`config.mk`:
```
export PLATFORM = sky130hd
export DESIGN_NAME = mem_lsu_align
export DESIGN_NICKNAME = d
export VERILOG_FILES = /design/src/rtl/mem_lsu_align.sv
export SDC_FILE = /design/constraint.sdc
export NUM_CORES = 1
export LEC_CHECK = 0
export CORE_ASPECT_RATIO = 0.9
export CORE_MARGIN = 1.5
export CORE_UTILIZATION = 38
export DETAILED_ROUTE_END_ITERATION = 8
export PLACE_DENSITY = 0.74
export SYNTH_ARGS = -nofsm -noshare
export SYNTH_HDL_FRONTEND = slang
export SYNTH_SLANG_ARGS = --single-unit
```
`constraint.sdc`:
```
create_clock -name clk -period 6.9 [get_ports clk]
set_input_delay 1.725 -clock clk [delete_from_list [all_inputs] [get_ports clk]]
set_output_delay 1.725 -clock clk [all_outputs]
set_load 0.02 [all_outputs]
```
`src/rtl/mem_lsu_align.sv`:
```
// mem_lsu_align
//   Load/store front end for a 32-word x 32-bit byte-enabled simple-dual-port
//   data RAM with a pipelined read path. It accepts one byte-addressed LB/LH/LW/
//   LBU/LHU/SB/SH/SW request at a time over a valid/ready handshake. It drives
//   the RAM write port (ada/din/byte_ena/cea) and the RAM read port
//   (adb/ceb/oce). It returns one aligned, extended response per request.
//   Misaligned accesses are answered with an error and never touch the RAM.
//
// Ports
//   clk, reset             single clock, asynchronous active-high reset
//   req_valid/req_ready    request handshake (ready only while idle)
//   req_we                 1 = store, 0 = load
//   req_size               00 byte, 01 half, 10 word, 11 illegal
//   req_unsigned           loads: 1 zero-extend, 0 sign-extend
//   req_addr, req_wdata    byte address, right-justified store data
//   rsp_valid/rsp_ready    response handshake
//   rsp_rdata, rsp_err     extended load data (0 otherwise), error flag
//   ram_ada/din/byte_ena/cea   RAM write port
//   ram_adb/ceb/oce            RAM read port, ram_dout read data
module mem_lsu_align #(
    parameter int ADDR_W = 7,
    parameter int RD_LAT = 2
) (
    input  logic              clk,
    input  logic              reset,
    input  logic              req_valid,
    output logic              req_ready,
    input  logic              req_we,
    input  logic [1:0]        req_size,
    input  logic              req_unsigned,
    input  logic [ADDR_W-1:0] req_addr,
    input  logic [31:0]       req_wdata,
    output logic              rsp_valid,
    input  logic              rsp_ready,
    output logic [31:0]       rsp_rdata,
    output logic              rsp_err,
    output logic [ADDR_W-3:0] ram_ada,
    output logic [31:0]       ram_din,
    output logic [3:0]        ram_byte_ena,
    output logic              ram_cea,
    output logic [ADDR_W-3:0] ram_adb,
    output logic              ram_ceb,
    output logic              ram_oce,
    input  logic [31:0]       ram_dout
);

    typedef enum logic [1:0] {IDLE, WR, RD_WAIT, RESP} state_t;

    // The read counter starts at 0 on the ceb cycle. RAM data is valid once it reaches RD_LAT.
    localparam logic [1:0] RD_LAST = 2'(RD_LAT);

    state_t            state;
    state_t            state_nxt;
    logic [1:0]        size_q;
    logic              unsigned_q;
    logic [ADDR_W-1:0] addr_q;
    logic [31:0]       wdata_q;
    logic [1:0]        rd_cnt;
    logic              accept;
    logic              misaligned;
    logic              rd_done;
    logic              rsp_fire;
    logic [31:0]       lane_shifted;
    logic [7:0]        ld_byte;
    logic [15:0]       ld_half;
    logic [31:0]       ld_data;

    assign req_ready = (state == IDLE);
    assign rsp_valid = (state == RESP);
    assign accept    = req_valid & req_ready;
    assign rsp_fire  = rsp_valid & rsp_ready;
    assign rd_done   = (state == RD_WAIT) && (rd_cnt == RD_LAST);

    // Alignment is judged on the live request, so an error can be reported
    // one cycle after accept without ever touching the RAM.
    always_comb begin
        misaligned = 1'b0;
        case (req_size)
            2'b00:   misaligned = 1'b0;
            2'b01:   misaligned = req_addr[0];
            2'b10:   misaligned = (req_addr[1:0] != 2'b00);
            default: misaligned = 1'b1;
        endcase
    end

    // State register.
    always_ff @(posedge clk or posedge reset) begin
        if (reset) begin
            state <= IDLE;
        end else begin
            state <= state_nxt;
        end
    end

    // Next-state logic. Only one RAM operation is ever in flight, because the
    // FSM cannot leave RESP until the response has been consumed.
    always_comb begin
        state_nxt = state;
        case (state)
            IDLE: begin
                if (accept) begin
                    if (misaligned) begin
                        state_nxt = RESP;
                    end else if (req_we) begin
                        state_nxt = WR;
                    end else begin
                        state_nxt = RD_WAIT;
                    end
                end
            end
            WR:      state_nxt = RESP;
            RD_WAIT: if (rd_done) state_nxt = RESP;
            RESP:    if (rsp_fire) state_nxt = IDLE;
            default: state_nxt = IDLE;
        endcase
    end

    // Request capture, read-latency counter and response registers.
    // The response holds still while it is stalled and clears once it is taken.
    always_ff @(posedge clk or posedge reset) begin
        if (reset) begin
            size_q     <= 2'b00;
            unsigned_q <= 1'b0;
            addr_q     <= '0;
            wdata_q    <= '0;
            rd_cnt     <= 2'b00;
            rsp_rdata  <= 32'h0;
            rsp_err    <= 1'b0;
        end else begin
            if (accept) begin
                size_q     <= req_size;
                unsigned_q <= req_unsigned;
                addr_q     <= req_addr;
                wdata_q    <= req_wdata;
                rd_cnt     <= 2'b00;
                rsp_rdata  <= 32'h0;
                rsp_err    <= misaligned;
            end else if ((state == RD_WAIT) && !rd_done) begin
                rd_cnt <= rd_cnt + 2'd1;
            end

            if (rd_done) begin
                rsp_rdata <= ld_data;
                rsp_err   <= 1'b0;
            end else if (state == WR) begin
                rsp_rdata <= 32'h0;
                rsp_err   <= 1'b0;
            end else if (rsp_fire) begin
                rsp_rdata <= 32'h0;
                rsp_err   <= 1'b0;
            end
        end
    end

    // Write port. Data is replicated across lanes so that byte_ena alone picks the target bytes.
    // Every field is zero outside the single WR cycle.
    always_comb begin
        ram_cea      = (state == WR);
        ram_ada      = '0;
        ram_din      = 32'h0;
        ram_byte_ena = 4'b0000;
        if (ram_cea) begin
            ram_ada = addr_q[ADDR_W-1:2];
            case (size_q)
                2'b00: begin
                    ram_byte_ena = 4'b0001 << addr_q[1:0];
                    ram_din      = {4{wdata_q[7:0]}};
                end
                2'b01: begin
                    ram_byte_ena = 4'b0011 << addr_q[1:0];
                    ram_din      = {2{wdata_q[15:0]}};
                end
                default: begin
                    ram_byte_ena = 4'b1111;
                    ram_din      = wdata_q;
                end
            endcase
        end
    end

    // Read port. ceb pulses on the first RD_WAIT cycle only. oce stays high for
    // the whole wait so the output register keeps advancing.
    always_comb begin
        ram_oce = (state == RD_WAIT);
        ram_ceb = ram_oce && (rd_cnt == 2'b00);
        ram_adb = '0;
        if (ram_oce) begin
            ram_adb = addr_q[ADDR_W-1:2];
        end
    end

    // Lane select and extension of the RAM word for the captured load.
    always_comb begin
        lane_shifted = ram_dout >> {addr_q[1:0], 3'b000};
        ld_byte      = lane_shifted[7:0];
        ld_half      = addr_q[1] ? ram_dout[31:16] : ram_dout[15:0];
        ld_data      = ram_dout;
        case (size_q)
            2'b00:   ld_data = unsigned_q ? {24'h0, ld_byte} : {{24{ld_byte[7]}}, ld_byte};
            2'b01:   ld_data = unsigned_q ? {16'h0, ld_half} : {{16{ld_half[15]}}, ld_half};
            default: ld_data = ram_dout;
        endcase
    end

endmodule

```
After elaboration in Yosys (flattened, before gate mapping)

Cells that the tools add are included.

Bits of input ports: 79
Memory bits (read-only): 0
Bits in latches: 0
Logic and storage cells: 63
Register bits after elaboration: 79
Memories kept: 0
Memory bits (writable): 0
Output and inout bits: 84

Div/mod/pow operators: 0
$lt $le $gt $ge: 0
Bitwise operators: 2
Multiply operators: 0
Eq/ne operators: 10
Shift-type cells: 3
Reduce and logical (&&, ||, !) cells: 12
$add $sub $neg: 1
Multiplexer cells: 27

Operators with widths:

| operator                                            | number |
|---|---|
| 2-to-1 mux 32 bit                                   | 7 |
| one-hot mux 32 bit (2 select lines)                 | 2 |
| right shift 32 x 5 -> 8 bit                         | 1 |
| 2-to-1 mux 16 bit                                   | 1 |
| 2-to-1 mux 2 bit                                    | 7 |
| 2-to-1 mux 5 bit                                    | 2 |
| equality test 2 bit, second input constant          | 4 |
| zero test 2 bit                                     | 4 |
| one-hot mux 2 bit (4 select lines)                  | 1 |
| one-hot mux 4 bit (2 select lines)                  | 1 |
| equality test 2 x 1 -> 1 bit, second input constant | 3 |
| != test 2 x 1 -> 1 bit, second input constant       | 3 |
| 2-to-1 mux 1 bit                                    | 4 |
| 2-to-1 mux 4 bit                                    | 1 |
| nonzero test 2 bit                                  | 2 |
| nonzero test 4 bit                                  | 1 |
| << shifter 1 x 2 -> 4 bit, first input constant     | 1 |
| << shifter 2 x 2 -> 4 bit, first input constant     | 1 |
| logical AND 1 bit                                   | 3 |
| one-hot mux 1 bit (3 select lines)                  | 1 |
| AND reduction 3 bit                                 | 1 |
| adder 2 x 1 -> 2 bit, second input constant         | 1 |
| AND 1 bit                                           | 2 |
| zero test 1 bit                                     | 1 |

Depth between registers and ports, before layout

Gate-level depths: netlist of the first run.

Word-level depth: 6
Gate-level depth with buffers: 8
Depth with buffers taken out: 6

Worst setup path before layout of the first run

Ideal clock, no wire load.

Path kind: reg2out
Start: reg size_q[0]
End: out ram_byte_ena[3]
Path buffers: 3
Data required time: 5175 ps
Path slack: 3453 ps
Data arrival time: 1722 ps
Stages on the path, launching flop included: 6
Cell sequence: dfrtp_1 > clkbuf_1 > buf_2 > clkbuf_1 > o21ai_0 > a21boi_0

Longest elaborated chain between the ends: 3
Elaborated cells between the ends (all ways): 4
Those cells by class: eq/ne: 1; mux: 2; reduce/logical: 1

Ends and longest elaborated chain:

| what                                                            | RTL line | text |
|---|---|---|
| start: declaration                                              | 54       | `logic [1:0] size_q;` |
| start signal: assignment                                        | 131      | `size_q <= req_size;` |
| equality test 2 x 1 -> 1 bit or zero test 2 bit (tied branches) | 164      | `case (size_q)` |
| one-hot mux 4 bit (2 select lines) *                            | 164      |  |
| 2-to-1 mux 4 bit *                                              | 162      | `if (ram_cea) begin` |
| end: declaration                                                | 39       | `output logic [3:0] ram_byte_ena,` |

Every way passes the cells marked *; elsewhere a longest branch is shown, timed or not.

Final worst setup path of the first run

Start: reg size_q[1]
End: out ram_byte_ena[3]

The elaborated chain is that of the path after synthesis.

==> results of run 1 <==
## where the power goes
| part | internal [mW] | switching [mW] |
|---|---|---|
| sequential | 0.652 | 0.216 |
| combinational | 0.716 | 0.753 |
| clock | 0.386 | 0.177 |
| total | 1.75 | 1.15 |
## metrics by stage
stage	hold WS, ns	instances
2_1_floorplan	0.4805	397
4_1_cts	0.4772	677
3_5_place_dp	0.4648	663
6_report	0.4738	678
5_1_grt	0.5136	678
3_3_place_gp	0.4639	663
## cell families (layout without fill, tap and decap cells)
group                    Yosys count  after routing  synth area share, %
flip-flops                        79             79                47.12
AO/OA/AOI/OAI                     84             84                15.81
buffers and inverters             39            187                4.056
adder cells (fa/ha/maj)            7              7                2.088
AND/OR/NAND/NOR                  127            127                14.91
multiplexers                      60             60                15.81
XOR/XNOR                           1              1               0.2088
## registers in the layout (all words and copies together) (netlist names)
name / count
size_q: 2
rsp_rdata: 32
rd_cnt: 2
wdata_q: 32
addr_q: 7
rsp_err: 1
state: 2
unsigned_q: 1
## metal layers
layer | vias to the layer above | wire (um) | global-route usage [%]
li1 | 1712 | - | -
met4 | 0 | 156 | 6.058
met3 | 13 | 1127 | 7.466
met5 | - | 0 | 0
met2 | 150 | 5721 | 35.50
met1 | 1786 | 5814 | 29.80
## path summary, 6_finish.rpt
| check | from | to | depth (start not counted) |
|---|---|---|---|
| max in group asynchronous | reset | state[0]$_DFFE_PP0P_ | 3 |
| hold reg to reg | rsp_rdata[7]$_DFFE_PP0P_ | rsp_rdata[7]$_DFFE_PP0P_ | 1 |
| min in group asynchronous | reset | wdata_q[24]$_DFFE_PP0P_ | 3 |
| setup / recovery | size_q[1]$_DFFE_PP0P_ | ram_byte_ena[3] | 3 |
| hold / removal | rsp_rdata[7]$_DFFE_PP0P_ | rsp_rdata[7]$_DFFE_PP0P_ | 1 |
| setup reg to reg | size_q[1]$_DFFE_PP0P_ | rsp_rdata[18]$_DFFE_PP0P_ | 3 |
## worst reg2reg max path, delay by kind of cell (launching register included)
family	cells	cell delay (ns)
simple gates	1	1.00
compound gates	1	0.30
flops	1	0.94
buf+inv	1	0.60
## final cells by class
type / count / area share (%)
Timing Repair Buffer: 164 / 26.43
Inverter: 9 / 0.5632
Multi-Input combinational cell: 279 / 32.94
Clock inverter: 4 / 1.931
Clock buffer: 10 / 3.681
Sequential cell: 79 / 31.78
Tap cell: 133 / 2.675
## cell usage in the layout (no fill, tap or decap), types with 2 or more instances in the layout
cell type | Yosys | final
clkbuf_16 | 0 | 9
a21boi_0 | 10 | 10
dfrtp_1 | 79 | 79
nand3b_1 | 2 | 2
a21oi_1 | 3 | 3
and3_1 | 9 | 9
o21ai_0 | 19 | 19
nand2_1 | 51 | 51
and2_1 | 21 | 20
clkdlybuf4s50_1 | 0 | 162
ha_1 | 7 | 7
mux2i_1 | 19 | 19
nor2b_1 | 12 | 12
o221ai_1 | 7 | 7
bufinv_16 | 0 | 4
mux2_2 | 40 | 40
o211a_1 | 8 | 8
a22o_1 | 10 | 10
o21a_1 | 2 | 2
a221o_1 | 17 | 17
inv_1 | 9 | 8
nand2b_1 | 2 | 2
nor2_1 | 10 | 10
a21o_1 | 2 | 2
nand3_1 | 17 | 17
==> reports/qor.csv, run 1 <==
metric;value;unit
seq_area_frac_synth;47.12;%
grt_usage;22.43;%
routed_wl;12820;um
regArea;1977;um^2
cp_slowest_stage_delay;0.94;ns
clkSlewWorstSetupHoldPaths;0.05;ns
drive_gt1_share;11.01;%
yosysMostFrequentCell;dfrtp_1;
ctsHtreeMaxLevel;3;
routabilityCongestion;0.8463;
endpoint_kind;output port;
syn_inst;397;
clockBufferDepth;2;
criticalPathCategory;reg -> out;
cp.arrival;2.86;ns
synth_top_area_share;47.12;%
critPathLaunchType;register;
peakVddDrop;0.2412;mV
drc;0;
fin_crit_sh;66.51;%
cts_tree;built;
cp_max_fo;26;
syn_avg_cell_area;10.57;um^2
routedWlPerCell;18.91;um
numCtsBuffers;9;
fmax;217.9;MHz
power_density;466.1;nW/um^2
maxCapViolations;0;
num_io_pins;163;
ant_nets;0;
synth_seq_cells;79;
fin_util;57.55;%
slew_viol_final;0;
die_h;102.7;um
die_area;11680;um^2
ys_types;37;
status;complete, no violations;
ys.flop_type;dfrtp_1;
floorplan.initialDensity;38.81;%
area_growth;48.29;%
row_count;36;
final_area;6221;um^2
cts_resized;0;
hpwlAfterDp;9252;um
dp_slack;2.680;ns
synth.top_cells.by_count;79 x dfrtp_1, 51 x nand2_1, 40 x mux2_2;
multi_input_area;2049;um^2
cp_slowest_cell;dfrtp_1;
ff2ff_setup_slack;3.99;ns
die_w;113.8;um
totalPowerFinal;2.900;mW
avgViaCountPerCell;5.400;
grt_pass1_wl;20230;um
grt_start_max_net_pins;80;
skew;0.008291;ns
min_path_type;reg -> reg;
worst_slack;2.311;ns
clkSinkCount;79;
syn-cell-area;4195;um^2
routed-via-count;3661;
async_flop_share;100.0;%
grt_pass1_vias;3718;
drt_iter0_markers;144;
antenna_found_initial;0;
synth_nets;483;
cpLargestDelayFamily;buffers and inverters;
worstPathCellList;inv_1, a21boi_0, clkdlybuf4s50_1;
gr-total-overflow;0;
synth.top_cells.by_area;dfrtp_1 47%, mux2_2 11%, nand2_1 4.6%, mux2i_1 4.5%, a221o_1 4.1%;
post_cts_buffers;0;
core;10810;um^2
setup_violations;0;
required;5.18;ns
nets;628;
num_antenna_cells;0;
tns;0;ns
n_fill_cell;925;
insertion_delay;0.33;ns
postCtsHoldBufs;0;
ctsRootBufferMaster;clkbuf_16;
critPathBufInv;2;
placedInstanceArea;5857;um^2
slew_headroom;18.32;%
portBuffers;162;
synth_edf_count;0;
firstDrtPassIters;4;
hold_viol;0;
synth_top_area_cell;dfrtp_1;
rsz0062_at_grt;false;
fin_crit;4.589;ns
p_leak;2.709;nW
yosys_warnings;0;
tightest_slew;1.225;ns
Note: power is estimated with default switching activity, not from simulation.
==> inputs of run 2 (changes only) <==
- clock period: 6.9 -> 4.35 ns (I/O delays scaled with it)
==> run 2 against run 1 <==
  * Cell count increased by 0.44%
  * Global-route usage increased by 0.068 points
  * Via count increased by 2.0%
  * Die area unchanged
  * First-iteration DRC count increased by 78%
  * Cell area increased by 0.24%
  * Power increased by 59%
  * Register-to-register slack got worse by 2.2 ns
  * Critical path depth increased by 1
  * Critical path type unchanged
  * Largest cell class unchanged
==> reports/qor.csv, run 2 (synthesis gave the netlist of run 1 again) <==
metric;value;unit;change
cp_max_fo;12;;-54%
core;10810;um^2;unchanged
fin_crit;3.771;ns;
dp_slack;0.9520;ns;-1.728 ns
hold_viol;0;;unchanged
critPathBufInv;1;;-1
ctsRootBufferMaster;clkbuf_16;;
skew;0.006505;ns;-0.001785 ns
routedWlPerCell;18.99;um;+0.44%
cpLargestDelayFamily;simple AND/OR/NAND/NOR gates;;
hpwlAfterDp;9429;um;+1.9%
fin_crit_sh;86.69;%;
power_frac_clock;19.5;%;about the same
pwr-share-seq;28.8;%;-1.1 points
clockBufferDepth;2;;unchanged
tns;0;ns;unchanged
worstPathCellList;nor2_1, nand2_1, a21boi_0, clkdlybuf4s50_1;;
drive_gt1_share;11.50;%;+0.49 points
routed_wl;12930;um;+0.89%
num_antenna_cells;0;;unchanged
power_density;740.8;nW/um^2;+59%
routabilityCongestion;0.8298;;-1.9%
p_sw_share;39.47;%;-0.054 points
gr-total-overflow;0;;unchanged
die_area;11680;um^2;unchanged
die_w;113.8;um;unchanged
portBuffers;162;;unchanged
peakVddDrop;0.3692;mV;+53%
drc;0;;unchanged
post_cts_buffers;0;;unchanged
slew_viol_final;0;;unchanged
numCtsBuffers;9;;unchanged
num_io_pins;163;;unchanged
cts_resized;0;;unchanged
die_h;102.7;um;unchanged
required;3.26;ns;-1.92 ns
routed-via-count;3736;;+2.0%
p_sw;1.823;mW;+59%
cp.arrival;2.68;ns;-0.18 ns
worst_slack;0.5791;ns;-1.732 ns
insertion_delay;0.33;ns;about the same
grt_usage;22.50;%;+0.068 points
postCtsHoldBufs;0;;unchanged
min_path_type;reg -> reg;;
maxCapViolations;0;;unchanged
clkSinkCount;79;;unchanged
status;complete, no violations;;
slew_headroom;21.93;%;+3.6 points
grt_start_max_net_pins;56;;-30%
firstDrtPassIters;4;;unchanged
tightest_slew;1.167;ns;-0.05838 ns
n_fill_cell;948;;+2.5%
grt_pass1_vias;3825;;+2.9%
largest_registers;rsp_rdata: 32 flops, wdata_q: 32 flops, addr_q: 7 flops;;
p_comb_share;51.7;%;+1.0 points
endpoint_kind;output port;;
clkSlewWorstSetupHoldPaths;0.06;ns;about the same
nets;631;;+0.48%
layout_common_cells;162 x clkdlybuf4s50_1, 79 x dfrtp_1, 51 x nand2_1;;
grt_pass1_wl;20330;um;+0.48%
row_count;36;;unchanged
cp_slowest_cell;nor2_1;;
cp_slowest_stage_delay;0.75;ns;-0.19 ns
fmax;265.2;MHz;
avgViaCountPerCell;5.486;;+1.6%
final_common_cell;clkdlybuf4s50_1;;
drt_iter0_markers;256;;+78%
ctsHtreeMaxLevel;3;;unchanged
cts_tree;built;;
critPathLaunchType;register;;
p_leak;2.721;nW;+0.46%
ant_nets;0;;unchanged
antenna_found_initial;0;;unchanged
floorplan.initialDensity;38.81;%;unchanged
setup_violations;0;;unchanged
criticalPathCategory;reg -> out;;
rsz0062_at_grt;false;;
p_int;2.796;mW;+59%
area_growth;48.64;%;
[run 2: worst paths after layout]
| check | from | depth (start not counted) | slack [ns] | end |
|---|---|---|---|---|
| worst min-delay path | rsp_rdata[7]$_DFFE_PP0P_ | 1 | 0.48 | rsp_rdata[7]$_DFFE_PP0P_ |
| max in group asynchronous | reset | 3 | 2.22 | rsp_rdata[25]$_DFFE_PP0P_ |
| worst max register to register | size_q[1]$_DFFE_PP0P_ | 3 | 1.77 | rsp_rdata[25]$_DFFE_PP0P_ |
| min in group asynchronous | reset | 2 | 1.25 | wdata_q[25]$_DFFE_PP0P_ |
| worst max-delay path | size_q[1]$_DFFE_PP0P_ | 4 | 0.58 | ram_din[13] |
| worst min register to register | rsp_rdata[7]$_DFFE_PP0P_ | 1 | 0.48 | rsp_rdata[7]$_DFFE_PP0P_ |
[run 2: layer usage]
layer	track usage [%]	up-vias	part of all wire [%]
met5	0	-	0
met4	7.788	0	1.4
met3	6.820	14	8.9
met2	36.89	175	46
met1	28.58	1819	44
li1	-	1728	-
[run 2: stage by stage]
step	hold slack [ns]	utilization (%)	cells	total power [mW]	cell area, um^2
after floorplan	0.4805	-	397	2.758	4195
after global placement	0.4615	54.46	667	3.660	5887
after detailed placement	0.4711	54.46	667	3.729	5887
after CTS	0.4840	57.69	681	4.655	6236
after global routing	0.5126	57.69	681	4.905	6236
final	0.4837	57.69	681	4.620	6236
[run 2: power groups by stage]
stage	Combinational (mW)	Clock [mW]	Sequential (mW)
4_1_cts	2.41	0.917	1.33
3_5_place_dp	2.39	0	1.34
3_3_place_gp	2.34	0	1.32
6_report	2.39	0.899	1.33
2_1_floorplan	1.47	0	1.29
5_1_grt	2.58	0.945	1.38
[run 2: cell type report]
type	count	area [um^2]	area share, %
Timing Repair Buffer	167	1659	26.61
Multi-Input combinational cell	279	2049	32.87
Clock buffer	10	229.0	3.672
Clock inverter	4	120.1	1.926
Inverter	9	35.03	0.5618
Sequential cell	79	1977	31.70
Tap cell	133	166.4	2.669
[run 2: worst reg2reg max path: stages (launching register included)]
cell	delay [ns]
dfrtp_1	0.72
inv_1	0.49
nor2_1	1.01
a221o_1	0.30
